[src/rtl/key_press_repeat.sv]
// Push-key conditioner: 2-flop synchronizer, debounce, and press/release/auto-repeat pulses
// whose press|repeat OR serves as a clk-domain count enable downstream.
module key_press_repeat #(
  parameter int DEBOUNCE_CYCLES = 1000000,
  parameter int LONG_CYCLES     = 50000000,
  parameter int REPEAT_CYCLES   = 10000000,
  parameter int KEY_ACTIVE_LOW  = 1
) (
  input  logic clk,
  input  logic rst,
  input  logic key,
  output logic key_level,
  output logic press_pulse,
  output logic release_pulse,
  output logic repeat_pulse,
  output logic long_hold
);

  localparam int DB_W     = $clog2(DEBOUNCE_CYCLES + 1);
  localparam int HOLD_MAX = (LONG_CYCLES > REPEAT_CYCLES) ? LONG_CYCLES : REPEAT_CYCLES;
  localparam int HOLD_W   = $clog2(HOLD_MAX + 1);
  localparam logic RELEASED_RAW = (KEY_ACTIVE_LOW != 0);

  typedef enum logic [1:0] {IDLE, PRESSED, REPEAT} state_t;

  logic              sync1_q, sync2_q;
  logic              key_sync;
  logic [DB_W-1:0]   db_cnt_q, db_cnt_d;
  logic              stable_q, stable_d;
  logic              disagree, flip, rise, fall;
  state_t            state_q;
  logic [HOLD_W-1:0] hold_q;
  logic              press_q, release_q, repeat_q, long_q;

  always_ff @(posedge clk) begin
    if (rst) begin
      sync1_q <= RELEASED_RAW;
      sync2_q <= RELEASED_RAW;
    end else begin
      sync1_q <= key;
      sync2_q <= sync1_q;
    end
  end

  assign key_sync = (KEY_ACTIVE_LOW != 0) ? ~sync2_q : sync2_q;
  assign disagree = (key_sync != stable_q);
  // The flip lands on the D-th consecutive disagreeing cycle; counter clears with it.
  assign flip     = disagree && (db_cnt_q == DB_W'(DEBOUNCE_CYCLES - 1));
  assign rise     = flip && key_sync;
  assign fall     = flip && !key_sync;

  always_comb begin
    db_cnt_d = db_cnt_q;
    stable_d = stable_q;
    if (!disagree || flip) db_cnt_d = '0;
    else                   db_cnt_d = db_cnt_q + 1'b1;
    if (flip) stable_d = key_sync;
  end

  always_ff @(posedge clk) begin
    if (rst) begin
      db_cnt_q <= '0;
      stable_q <= 1'b0;
    end else begin
      db_cnt_q <= db_cnt_d;
      stable_q <= stable_d;
    end
  end

  always_ff @(posedge clk) begin
    if (rst) begin
      state_q   <= IDLE;
      hold_q    <= '0;
      press_q   <= 1'b0;
      release_q <= 1'b0;
      repeat_q  <= 1'b0;
      long_q    <= 1'b0;
    end else begin
      press_q   <= 1'b0;
      release_q <= 1'b0;
      repeat_q  <= 1'b0;
      case (state_q)
        IDLE: begin
          if (rise) begin
            state_q <= PRESSED;
            hold_q  <= '0;
            press_q <= 1'b1;
            long_q  <= 1'b0;
          end
        end
        PRESSED: begin
          if (fall) begin
            state_q   <= IDLE;
            hold_q    <= '0;
            release_q <= 1'b1;
          end else if (hold_q == HOLD_W'(LONG_CYCLES - 1)) begin
            state_q  <= REPEAT;
            hold_q   <= '0;
            long_q   <= 1'b1;
            repeat_q <= 1'b1;
          end else begin
            hold_q <= hold_q + 1'b1;
          end
        end
        REPEAT: begin
          // A release on a tick cycle takes priority and swallows the tick.
          if (fall) begin
            state_q   <= IDLE;
            hold_q    <= '0;
            release_q <= 1'b1;
            long_q    <= 1'b0;
          end else if (hold_q == HOLD_W'(REPEAT_CYCLES - 1)) begin
            hold_q   <= '0;
            repeat_q <= 1'b1;
          end else begin
            hold_q <= hold_q + 1'b1;
          end
        end
        default: begin
          state_q <= IDLE;
          hold_q  <= '0;
          long_q  <= 1'b0;
        end
      endcase
    end
  end

  assign key_level     = stable_q;
  assign press_pulse   = press_q;
  assign release_pulse = release_q;
  assign repeat_pulse  = repeat_q;
  assign long_hold     = long_q;

endmodule

[config.mk]
export PLATFORM = sky130hd
export DESIGN_NAME = key_press_repeat
export DESIGN_NICKNAME = d
export VERILOG_FILES = /design/src/rtl/key_press_repeat.sv
export SDC_FILE = /design/constraint.sdc
export NUM_CORES = 1
export LEC_CHECK = 0
export BUFFER_PORTS_ARGS = -buffer_cell sky130_fd_sc_hd__buf_2
export CAP_MARGIN = 5
export CORE_AREA = 2 2 75 77
export DETAILED_ROUTE_END_ITERATION = 16
export DIE_AREA = 0 0 77 79
export GPL_ROUTABILITY_DRIVEN = 0
export PLACE_DENSITY = 0.69
export REMOVE_ABC_BUFFERS = 1
export SYNTH_ARGS = -nofsm -noshare
export SYNTH_HDL_FRONTEND = slang
export SYNTH_SLANG_ARGS = --single-unit
[constraint.sdc]
create_clock -name clk -period 6.21 [get_ports clk]
set_clock_uncertainty 0.1 [all_clocks]
set_input_delay 0 -clock clk [delete_from_list [all_inputs] [get_ports clk]]
set_output_delay 0 -clock clk [all_outputs]
set_load 0.05 [all_outputs]
==> summary.txt, run 1 <==
Timing
  – Final setup fails: 0
  – Setup TNS Final: 0 ns
  – Final hold violation count: 0
  – Minimum clock period: 2.97 ns
  – Worst-Margin Slew: 0.833 ns
  – Normalized max-slew margin: roughly 44%
  – Slew Limit Fails: 0
  – Final WS setup: 3.24 ns
  – Max Clk Rate: 0.337 GHz
  – RSZ-0062 raised after global routing: false
  – Tcrit/Tclk final: 47.8%

Global route
  – Global Route Usage Sum: 19.6%
  – GR Overflow Total: 0
  – Vias in the first global route: 2,158
  – Global-route wire length before repair: 9880 microns
  – Largest net degree at the start of global routing: 35
  – Initial antenna violation count: 0

Clock tree
  – Worst skew pair latency: approximately 0.31 ns
  – Htree depth: 2
  – Root Driver: clkbuf_8
  – Post_cts resized: 0
  – CTS tree: done
  – CTS Buffer Depth: 2
  – TritonCTS Buffers: 5
  – Clk sinks: 55
  – Clock slew at reported path FFs: about 0.10 ns

Synth
  – Yosys warning count: 0
  – Post-Syn Instances: 340
  – EDFF count, synth: 0
  – Post-Syn Area: 2780 sq um
  – Sequential area share after synthesis: 39.6%
  – Count of different cell masters after synthesis: 46
  – Post-synthesis async set-or-reset flop share: 0%
  – Main synth FF type: dfxtp_1
  – Synthesized area per cell: 8.18 sq um
  – Number of synthesized register bits: 55

Worst setup path
  – CP Data Required Time: 6.35 ns
  – Crit end category: flop
  – Startpoint types: flop
  – Worst Path Max Fanout: 31
  – Register-to-Register Path Depth: 8
  – Worst reg2reg setup slack: 3.24 ns
  – Arrival time worst endpoint: 3.11 ns
  – Critical path start-end classification: reg -> reg

Die
  – Std-Cell Rows: 27
  – Core ar.: about 5300 sq um
  – Initial Utilization: 52.1%
  – I/O pins: 8
  – Die Footprint: 6080 sq um
  – Die width: between 70 and 80 microns
  – DIE HEIGHT: ~80 microns

Routing
  – Drt wl/cell: 13.5 microns
  – Vias: 2,435
  – Routed wire length: between 5000 and 6000 microns
  – DRC viols: 0
  – Via-per-instance ratio: 5.84
  – Initial DRC count: 166
  – First drt pass iteration count: 4
  – Antenna Nets Post-Route: 0

Placement
  – I/O Buffers: 7
  – Dpl ws: 3.26 ns
  – Placed Area: 2870 sq um
  – Detailed placement HPWL: 3860 microns

Finish
  – Post-layout nets: 352
  – Layout area overhead: 7.96%
  – Antenna Diode Count: 0
  – Register area: 1100 sq um
  – Layout cells sized above 1: 8.12%
  – Post-route cell area: 3000 sq um
  – Area of the multi-input gates: 1600 sq um
  – Fill cells: a little under 500
  – Final core occ: 56.3%

Pwr
  – Clock share of power: between 30 and 40%
  – Flop pwr share: between 50% and 60%
  – Overall power consumption: approximately 0.63 mW
  – P per Cell Area: approximately 210 nW/um^2
  – Comb pwr share: 4.4%
  – Sw Share: 22.1%
  – Peak supply drop: 124 uV
  – Net switching power figure: 0.141 mW
  – Leak: 0.891 nW
  – Internal power: 0.494 mW

Worst hold path
  – Hold depth: 2
  – Worst hold path type: in -> reg

Job
  – Max_cap viols: 0

Outcome
  – Run status: complete, no violations
synth_stat cells, types with 3 or more instances:
cell	n	area, sq um
or2_2	4	25.0
o211ai_1	5	37.5
o21ai_0	7	35.0
inv_1	7	26.3
o31ai_1	3	22.5
ha_1	5	62.6
and4_1	3	26.3
and3_1	7	43.8
nor4_1	4	25.0
or4_1	6	45.0
nor2_1	29	109
a31oi_1	22	138
nand3_1	30	150
xor2_1	10	87.6
nand2_1	48	180
clkbuf_1	12	45.0
nor3_1	5	25.0
dfxtp_1	55	1100
xnor2_1	6	52.6
nand4_1	8	50.1
or3_1	22	138
a21oi_1	8	40.0
a211oi_1	3	22.5
through the flow:
step,std cells,hold slack (ns)
after floorplan,327,-0.0309
after global placement,408,0.0874
final,417,0.0925
after global routing,417,0.114
after detailed placement,408,0.0879
after CTS,417,0.0921
final timing paths:
kind	to	startpoint
worst max-delay path	hold_q[21]	db_cnt_q[0]
worst min-delay path	hold_q[0]	rst
worst max register to register	hold_q[21]	db_cnt_q[0]
worst min register to register	sync2_q	sync1_q
power by group through the flow:
stage	registers (mW)	clock network [mW]	logic [mW]
finish	0.355	0.252	0.0281
global route	0.356	0.274	0.0311
CTS	0.355	0.259	0.0280
detailed placement	0.363	0	0.0274
global placement	0.363	0	0.0273
floorplan	0.363	0	0.0163
worst max-delay path: stages (launching register included):
cell and delay (ns):
dfxtp_1 0.38, ha_1 0.21, and4_4 0.26, nand4_4 0.14, o31a_1 0.31, buf_4 0.23, a211o_1 0.51, or4_1 0.58
a31oi_1 0.17
registers in the layout, summed over array words and instances, names as in the netlist:
signal         flops
long_hold          1
db_cnt_q          20
sync1_q            1
sync2_q            1
key_level          1
state_q            2
press_pulse        1
release_pulse      1
hold_q            26
repeat_pulse       1
per-layer routing:
layer	part of all wire [%]	wire [microns]	GRT usage, %
met5	0	0	0
met4	1.2	70	5.36
met3	4.0	227	3.41
met2	46	2580	32.5
met1	49	2750	26.5
layout by cell type, fill, tap and decap left out, types with 2 or more instances in the layout:
| cell type | n |
|---|---|
| buf_4 | 2 |
| and4_4 | 2 |
| nor2_1 | 29 |
| and3_1 | 7 |
| o21ai_0 | 7 |
| or2_2 | 4 |
| nor3_1 | 5 |
| nor4bb_1 | 2 |
| or4_1 | 6 |
| or3b_1 | 2 |
| nand4_4 | 2 |
| nor4_1 | 4 |
| nand3_1 | 30 |
| or3_1 | 22 |
| inv_1 | 7 |
| nand3b_1 | 2 |
| xnor2_1 | 6 |
| a21oi_1 | 8 |
| o21ai_1 | 2 |
| dfxtp_1 | 55 |
| nand2_1 | 48 |
| and2_1 | 2 |
| xor2_1 | 10 |
| nand4_1 | 8 |
| a211oi_1 | 3 |
| clkbuf_8 | 6 |
| o31ai_1 | 3 |
| a211o_1 | 2 |
| o211ai_1 | 5 |
| and4_1 | 3 |
| ha_1 | 5 |
| a31oi_1 | 22 |
| buf_2 | 7 |
cell families (layout without fill, tap and decap cells):
| logic type | count (synthesis) | after routing | synth area share (%) |
|---|---|---|---|
| muxes | 1 | 1 | 0.405 |
| xor gates and xnor gates | 16 | 16 | 5.04 |
| buffers and inverters | 20 | 25 | 2.74 |
| and+or+nand+nor | 188 | 188 | 37.3 |
| DFF | 55 | 55 | 39.6 |
| AOI/OAI and AO/OA | 55 | 55 | 12.6 |
| adders and majority gates | 5 | 5 | 2.25 |
what timing repair did:
action                                 in CTS  in global routing
setup endpoints to repair                   0                  0
endpoints found under the hold margin       1                  0
buffers inserted                            0                  0
hold buffers                                1                  0
final cells by class:
cell class,count,area share (%)
timing repair buffer,10,2.00
clock buffer,6,2.75
tap,72,3.00
inverter,7,0.875
sequential,55,36.7
multi-input combinational,265,53.4
clock inverter,2,1.29
No activity file was read; power rests on OpenSTA's default activity.
==> run 2: changes to the inputs <==
==> constraint.sdc (replaced) <==
create_clock -name clk -period 3.1 [get_ports clk]
set_clock_uncertainty 0.1 [all_clocks]
set_input_delay 0 -clock clk [delete_from_list [all_inputs] [get_ports clk]]
set_output_delay 0 -clock clk [all_outputs]
set_load 0.05 [all_outputs]
==> run 2 against run 1 <==
Register-to-register slack worse by 2.9 ns. Largest power group unchanged. Fmax up 7.0%. Hold slack better by 0.0095 ns. Via count up 0.25%. Critical path depth down 1. Sequential power up 100%. Clock power up 60%.
==> summary.txt, run 2 (synthesized netlist as in run 1, its figures left out) <==
Worst hold path
  – Hold Crit Start: rst (unchanged)
  – Worst hold path type: in -> reg (unchanged)
  – Hold depth: 2 (unchanged)

Worst setup path
  – Worst reg2reg setup slack: 0.33 ns (was 3.24 ns)
  – Register-to-Register Path Depth: 7 (was 8)
  – CP Data Required Time: 3.23 ns (was 6.35 ns)
  – R2R Path Start: db_cnt_q[0] (unchanged)
  – Worst Path Max Fanout: 24 (was 31)
  – Crit end category: flop (unchanged)
  – RR Endpoint: hold_q[21] (unchanged)
  – Crit path launch: db_cnt_q[0] (unchanged)
  – Critical path start-end classification: reg -> reg (unchanged)
  – Worst Setup EP: hold_q[21] (unchanged)
  – Arrival time worst endpoint: 2.90 ns (was 3.11 ns)
  – Startpoint types: flop (unchanged)

Die
  – Std-Cell Rows: 27 (unchanged)
  – I/O pins: 8 (unchanged)
  – DIE HEIGHT: 79 microns (unchanged)
  – Initial Utilization: 52.1% (unchanged)
  – Die Footprint: 6080 sq um (unchanged)
  – Die width: 77 microns (unchanged)
  – Core ar.: 5340 sq um (unchanged)

Routing
  – Met3 Routed Length: 140 microns (was 227 microns)
  – First drt pass iteration count: 4 (unchanged)
  – Initial DRC count: 161 (was 166)
  – Drt wl/cell: 13.7 microns (was 13.5 microns)
  – Via-per-instance ratio: 5.84 (about the same)
  – Vias: 2,441 (was 2,435)
  – Antenna Nets Post-Route: 0 (unchanged)
  – DRC viols: 0 (unchanged)
  – Wl on met1: 2920 microns (was 2750 microns)
  – Top routing layer in use: met4 (unchanged)
  – Routed wire length: 5710 microns (was 5630 microns)
  – Routed met2 length: 2570 microns (was 2580 microns)

Placement
  – Detailed placement HPWL: 3920 microns (was 3860 microns)
  – I/O Buffers: 7 (unchanged)

Global route
  – Global Route Usage Sum: 20.8% (was 19.6%)
  – Global-route wire length before repair: 10,400 microns (was 9880 microns)
  – Initial antenna violation count: 0 (unchanged)
  – Vias in the first global route: 2,278 (was 2,158)
  – Largest net degree at the start of global routing: 35 (unchanged)
  – GR Overflow Total: 0 (unchanged)

Timing
  – Final setup fails: 0 (unchanged)
  – Hold WS: 0.102 ns (was 0.0925 ns)
  – Slew Limit Fails: 0 (unchanged)
  – Final hold violation count: 0 (unchanged)
  – Setup TNS Final: 0 ns (unchanged)
  – RSZ-0062 raised after global routing: false (unchanged)
  – Max Clk Rate: 0.361 GHz (was 0.337 GHz)
  – Tcrit/Tclk final: 89.4% (was 47.8%)
  – Worst-Margin Slew: 0.644 ns (was 0.833 ns)
  – Minimum clock period: 2.77 ns (was 2.97 ns)
  – Normalized max-slew margin: 57.0% (was 44.4%)

Finish
  – Layout area overhead: 7.02% (was 7.96%)
  – Layout cells sized above 1: 8.38% (was 8.12%)
  – Most frequent cells in the layout: dfxtp_1, nand2_1, nand3_1, nor2_1 (unchanged)
  – Biggest regs: hold_q: 26 flops, db_cnt_q: 20 flops, state_q: 2 flops (unchanged)
  – Top reg by flops: hold_q (unchanged)
  – Max reg flops: 26 (unchanged)
  – Post-layout nets: 353 (was 352)
  – Commonest non-fill, non-tap cell in the layout: dfxtp_1 (unchanged)
  – Antenna Diode Count: 0 (unchanged)

Pwr
  – P per Cell Area: 393 nW/um^2 (was 211 nW/um^2)
  – Leak: 0.883 nW (was 0.891 nW)
  – Peak supply drop: 252 uV (was 124 uV)

Clock tree
  – Setup Buffers After CTS: 0 (unchanged)
  – Worst skew pair latency: 0.32 ns (was 0.31 ns)
  – TritonCTS Buffers: 5 (unchanged)
  – CTS Buffer Depth: 2 (unchanged)
  – CTS tree: done (unchanged)
  – Root Driver: clkbuf_8 (unchanged)
  – Clk sinks: 55 (unchanged)
  – Htree depth: 2 (unchanged)
  – Clock slew at reported path FFs: 0.10 ns (about the same)

Outcome
  – Run status: complete, no violations (unchanged)

Job
  – Max_cap viols: 0 (unchanged)
==> run 2: changes by cell type in the layout (fill, tap and decap cells not counted) <==
cell       before  now
clkinv_2        0    2
bufinv_16       1    0
buf_4           2    3
clkbuf_8        6    5
==> run 2: worst min-delay path by stage <==
stage               slack (ns)    endpoint
CTS                       0.09   hold_q[0]
detailed placement        0.09     sync1_q
global route              0.14   hold_q[0]
floorplan                -0.03  hold_q[17]
global placement          0.09     sync1_q
finish                    0.10   hold_q[0]
==> run 2: critical path, stage by stage (launching register included) <==
cell     delay, ns
dfxtp_1       0.38
ha_1          0.22
and4_4        0.27
nand4_4       0.14
o31a_1        0.33
a211o_1       0.49
or4_1         0.58
a31oi_1       0.19
==> run 2: cell type report <==
cell class              count  area [sq um]
clock buffers               5          68.8
clock inverters             3          18.8
fillers                   502          2360
inverters                   7          26.3
multi-input cells         265          1600
flip-flops and latches     55          1100
well taps                  72          90.1
repair buffers             11          67.6
==> run 2: metrics by stage <==
| step | instances | setup slack, ns | total power [mW] | instance area (sq um) | utilization [%] |
|---|---|---|---|---|---|
| after floorplan | 327 | 0.337 | 0.760 | 2730 | - |
| after global placement | 409 | 0.418 | 0.783 | 2880 | 53.9 |
| after detailed placement | 409 | 0.368 | 0.784 | 2880 | 53.9 |
| after CTS | 418 | 0.330 | 1.19 | 2980 | 55.8 |
| after global routing | 418 | 0.101 | 1.22 | 2980 | 55.8 |
| final | 418 | 0.327 | 1.17 | 2980 | 55.8 |
==> run 2: what timing repair did <==
action	CTS	global route
hold endpoints to repair	1	0
gates resized for setup	0	0
endpoints found under the setup margin	0	0
hold buffers	1	0
==> run 2: per-layer routing <==
layer / global-route usage [%] / vias up
met4: 6.61 / 0
li1: - / 1259
met3: 3.98 / 8
met2: 34.8 / 21
met1: 27.3 / 1153
met5: 0 / -
==> run 2: power breakdown <==
| part | switching [mW] | internal, mW |
|---|---|---|
| Combinational | 0.0411 | 0.0154 |
| Clock | 0.243 | 0.160 |
| Sequential | 0.00214 | 0.709 |
==> run 3: changes to the inputs <==
--- a/config.mk
+++ b/config.mk
@@ -7,11 +7,13 @@
 export LEC_CHECK = 0
 export BUFFER_PORTS_ARGS = -buffer_cell sky130_fd_sc_hd__buf_2
 export CAP_MARGIN = 5
-export CORE_AREA = 2 2 75 77
+export CELL_PAD_IN_SITES_DETAIL_PLACEMENT = 1
+export CELL_PAD_IN_SITES_GLOBAL_PLACEMENT = 2
+export CORE_AREA = 2 2 89 91
 export DETAILED_ROUTE_END_ITERATION = 16
-export DIE_AREA = 0 0 77 79
+export DIE_AREA = 0 0 91 93
 export GPL_ROUTABILITY_DRIVEN = 0
-export PLACE_DENSITY = 0.69
+export PLACE_DENSITY_LB_ADDON = 0.1
 export REMOVE_ABC_BUFFERS = 1
 export SYNTH_ARGS = -nofsm -noshare
 export SYNTH_HDL_FRONTEND = slang
==> run 3 against run 2 <==
Die area is 39% higher. Global-route usage is 3.1 points lower. Largest cell class unchanged. Clock-buffer cell count increased by 1. Via count increased by 1.8%. Register-to-register slack barely moved. Sequential power barely moved. Clock power grew 40%.
==> summary.txt, run 3 (synthesized netlist as in run 1, its figures left out) <==
Finish
  – Post-layout nets: 352 (was 353)
  – Final core occ: 40.7% (was 55.8%)
  – Fill cells: 928 (was 502)
  – Biggest regs: hold_q: 26 flops, db_cnt_q: 20 flops, state_q: 2 flops (unchanged)
  – Commonest non-fill, non-tap cell in the layout: dfxtp_1 (unchanged)
  – Post-route cell area: 3060 sq um (was 2980 sq um)
  – Max reg flops: 26 (unchanged)
  – Top reg by flops: hold_q (unchanged)
  – Layout cells sized above 1: 8.41% (was 8.38%)
  – Most frequent cells in the layout: dfxtp_1, nand2_1, nand3_1, nor2_1 (unchanged)
  – Layout area overhead: 10.0% (was 7.02%)
  – Antenna Diode Count: 0 (unchanged)

Timing
  – Worst-Margin Slew: 1.13 ns (was 0.644 ns)
  – Tcrit/Tclk final: 89.5% (was 89.4%)
  – Setup TNS Final: 0 ns (unchanged)
  – Slew Limit Fails: 0 (unchanged)
  – Minimum clock period: 2.78 ns (was 2.77 ns)
  – Final setup fails: 0 (unchanged)
  – Max Clk Rate: 0.360 GHz (was 0.361 GHz)
  – Final hold violation count: 0 (unchanged)
  – Hold WS: 0.110 ns (was 0.102 ns)
  – RSZ-0062 raised after global routing: false (unchanged)
  – Normalized max-slew margin: 24.9% (was 57.0%)

Routing
  – Routed wire length: 7030 microns (was 5710 microns)
  – DRC viols: 0 (unchanged)
  – Vias: 2,486 (was 2,441)
  – Drt wl/cell: 15.7 microns (was 13.7 microns)
  – Antenna Nets Post-Route: 0 (unchanged)
  – First drt pass iteration count: 4 (unchanged)
  – Via-per-instance ratio: 5.56 (was 5.84)
  – Initial DRC count: 55 (was 161)

Pwr
  – Internal power: 1.05 mW (was 0.885 mW)
  – Sw Share: 21.5% (was 24.4%)
  – Clock share of power: 42.2% (was 34.4%)
  – Overall power consumption: 1.34 mW (was 1.17 mW)
  – Peak supply drop: 185 uV (was 252 uV)
  – P per Cell Area: 436 nW/um^2 (was 393 nW/um^2)
  – Net switching power figure: 0.287 mW (was 0.286 mW)
  – Comb pwr share: 4.5% (was 4.8%)
  – Flop pwr share: 53.3% (was 60.8%)
  – Leak: 0.894 nW (was 0.883 nW)

Worst setup path
  – Crit path max-delay family: compound AO/OA/AOI/OAI gates (unchanged)
  – Arrival time worst endpoint: 2.92 ns (was 2.90 ns)
  – Critical path start-end classification: reg -> reg (unchanged)
  – Startpoint types: flop (unchanged)
  – R2R Path Start: db_cnt_q[0] (unchanged)
  – Worst Path Max Fanout: 16 (was 24)
  – Crit path launch: db_cnt_q[0] (unchanged)
  – WP buf/inv: 1 (was 0)
  – Crit end category: flop (unchanged)
  – Crit-path cells: ha_1, and4_4, nand4_4, o31a_1, a211o_1, buf_4, or3_1, a31oi_1 (was ha_1, and4_4, nand4_4, o31a_1, a211o_1, or4_1, a31oi_1)
  – CP Data Required Time: 3.24 ns (was 3.23 ns)
  – Crit-path slowest cell: a211o_1 (was or4_1)
  – Crit-path max cell delay: 0.45 ns (was 0.58 ns)

Clock tree
  – Clock slew at reported path FFs: 0.10 ns (about the same)
  – Worst skew pair latency: 0.31 ns (was 0.32 ns)
  – Clk sinks: 55 (unchanged)
  – CTS tree: done (unchanged)
  – CTS Buffer Depth: 2 (unchanged)
  – TritonCTS Buffers: 5 (unchanged)
  – Root Driver: clkbuf_8 (unchanged)
  – Htree depth: 2 (unchanged)
  – Setup Buffers After CTS: 0 (unchanged)

Worst hold path
  – Hold Crit Start: rst (unchanged)
  – Worst hold path type: in -> reg (unchanged)

Die
  – DIE HEIGHT: 93 microns (was 79 microns)
  – I/O pins: 8 (unchanged)
  – Core ar.: 7530 sq um (was 5340 sq um)
  – Std-Cell Rows: 32 (was 27)
  – Initial Utilization: 37.0% (was 52.1%)
  – Die Footprint: 8460 sq um (was 6080 sq um)
  – Die width: 91 microns (was 77 microns)

Global route
  – GR Overflow Total: 0 (unchanged)
  – Global-route wire length before repair: 12,200 microns (was 10,400 microns)
  – Vias in the first global route: 2,480 (was 2,278)
  – Largest net degree at the start of global routing: 35 (unchanged)
  – Global Route Usage Sum: 17.7% (was 20.8%)
  – Initial antenna violation count: 0 (unchanged)

Job
  – Max_cap viols: 0 (unchanged)

Placement
  – I/O Buffers: 7 (unchanged)
  – Detailed placement HPWL: 4820 microns (was 3920 microns)
  – Placed Area: 2910 sq um (was 2880 sq um)

Outcome
  – Run status: complete, no violations (unchanged)
[run 3: path summary, 6_finish.rpt]
| kind | endpoint | slack, ns | cells past startpoint |
|---|---|---|---|
| worst max-delay path | hold_q[8] | 0.32 | 8 |
| worst min-delay path | hold_q[0] | 0.11 | 2 |
| worst max register to register | hold_q[8] | 0.32 | 8 |
| worst min register to register | sync2_q | 0.34 | 1 |
[run 3: timing repair]
item / 4_1_cts / 5_1_grt
endpoints found under the setup margin: 0 / 8
gates resized for setup: 0 / 1
hold endpoints to repair: 1 / 0
hold buffers: 1 / 0
[run 3: through the flow]
step           worst slack [ns]  instances
2_1_floorplan             0.337        327
3_3_place_gp              0.321        438
3_5_place_dp              0.266        438
4_1_cts                   0.235        447
5_1_grt                  0.0730        447
6_report                  0.324        447
[run 3: cell type report]
class / instances / area (sq um) / area share (%)
inverter: 7 / 26.3 / 0.859
multi-input combinational: 265 / 1610 / 52.7
tap: 102 / 128 / 4.17
clock inverter: 2 / 60.1 / 1.96
timing repair buffer: 10 / 60.1 / 1.96
sequential: 55 / 1100 / 36.0
clock buffer: 6 / 72.6 / 2.37
[run 3: power by group through the flow]
| stage | logic, mW | clock network [mW] | registers (mW) |
|---|---|---|---|
| final | 0.0606 | 0.563 | 0.712 |
| after floorplan | 0.0327 | 0 | 0.727 |
| after detailed placement | 0.0596 | 0 | 0.728 |
| after CTS | 0.0611 | 0.587 | 0.712 |
| after global routing | 0.0679 | 0.620 | 0.713 |
| after global placement | 0.0600 | 0 | 0.728 |
[run 3: layer usage]
layer | global-route usage, % | routed length [microns] | share of wire (%)
met1 | 21.1 | 3290 | 47
met2 | 32.4 | 3540 | 50
met3 | 2.98 | 97 | 1.4
met4 | 5.56 | 92 | 1.3
met5 | 0 | 0 | 0
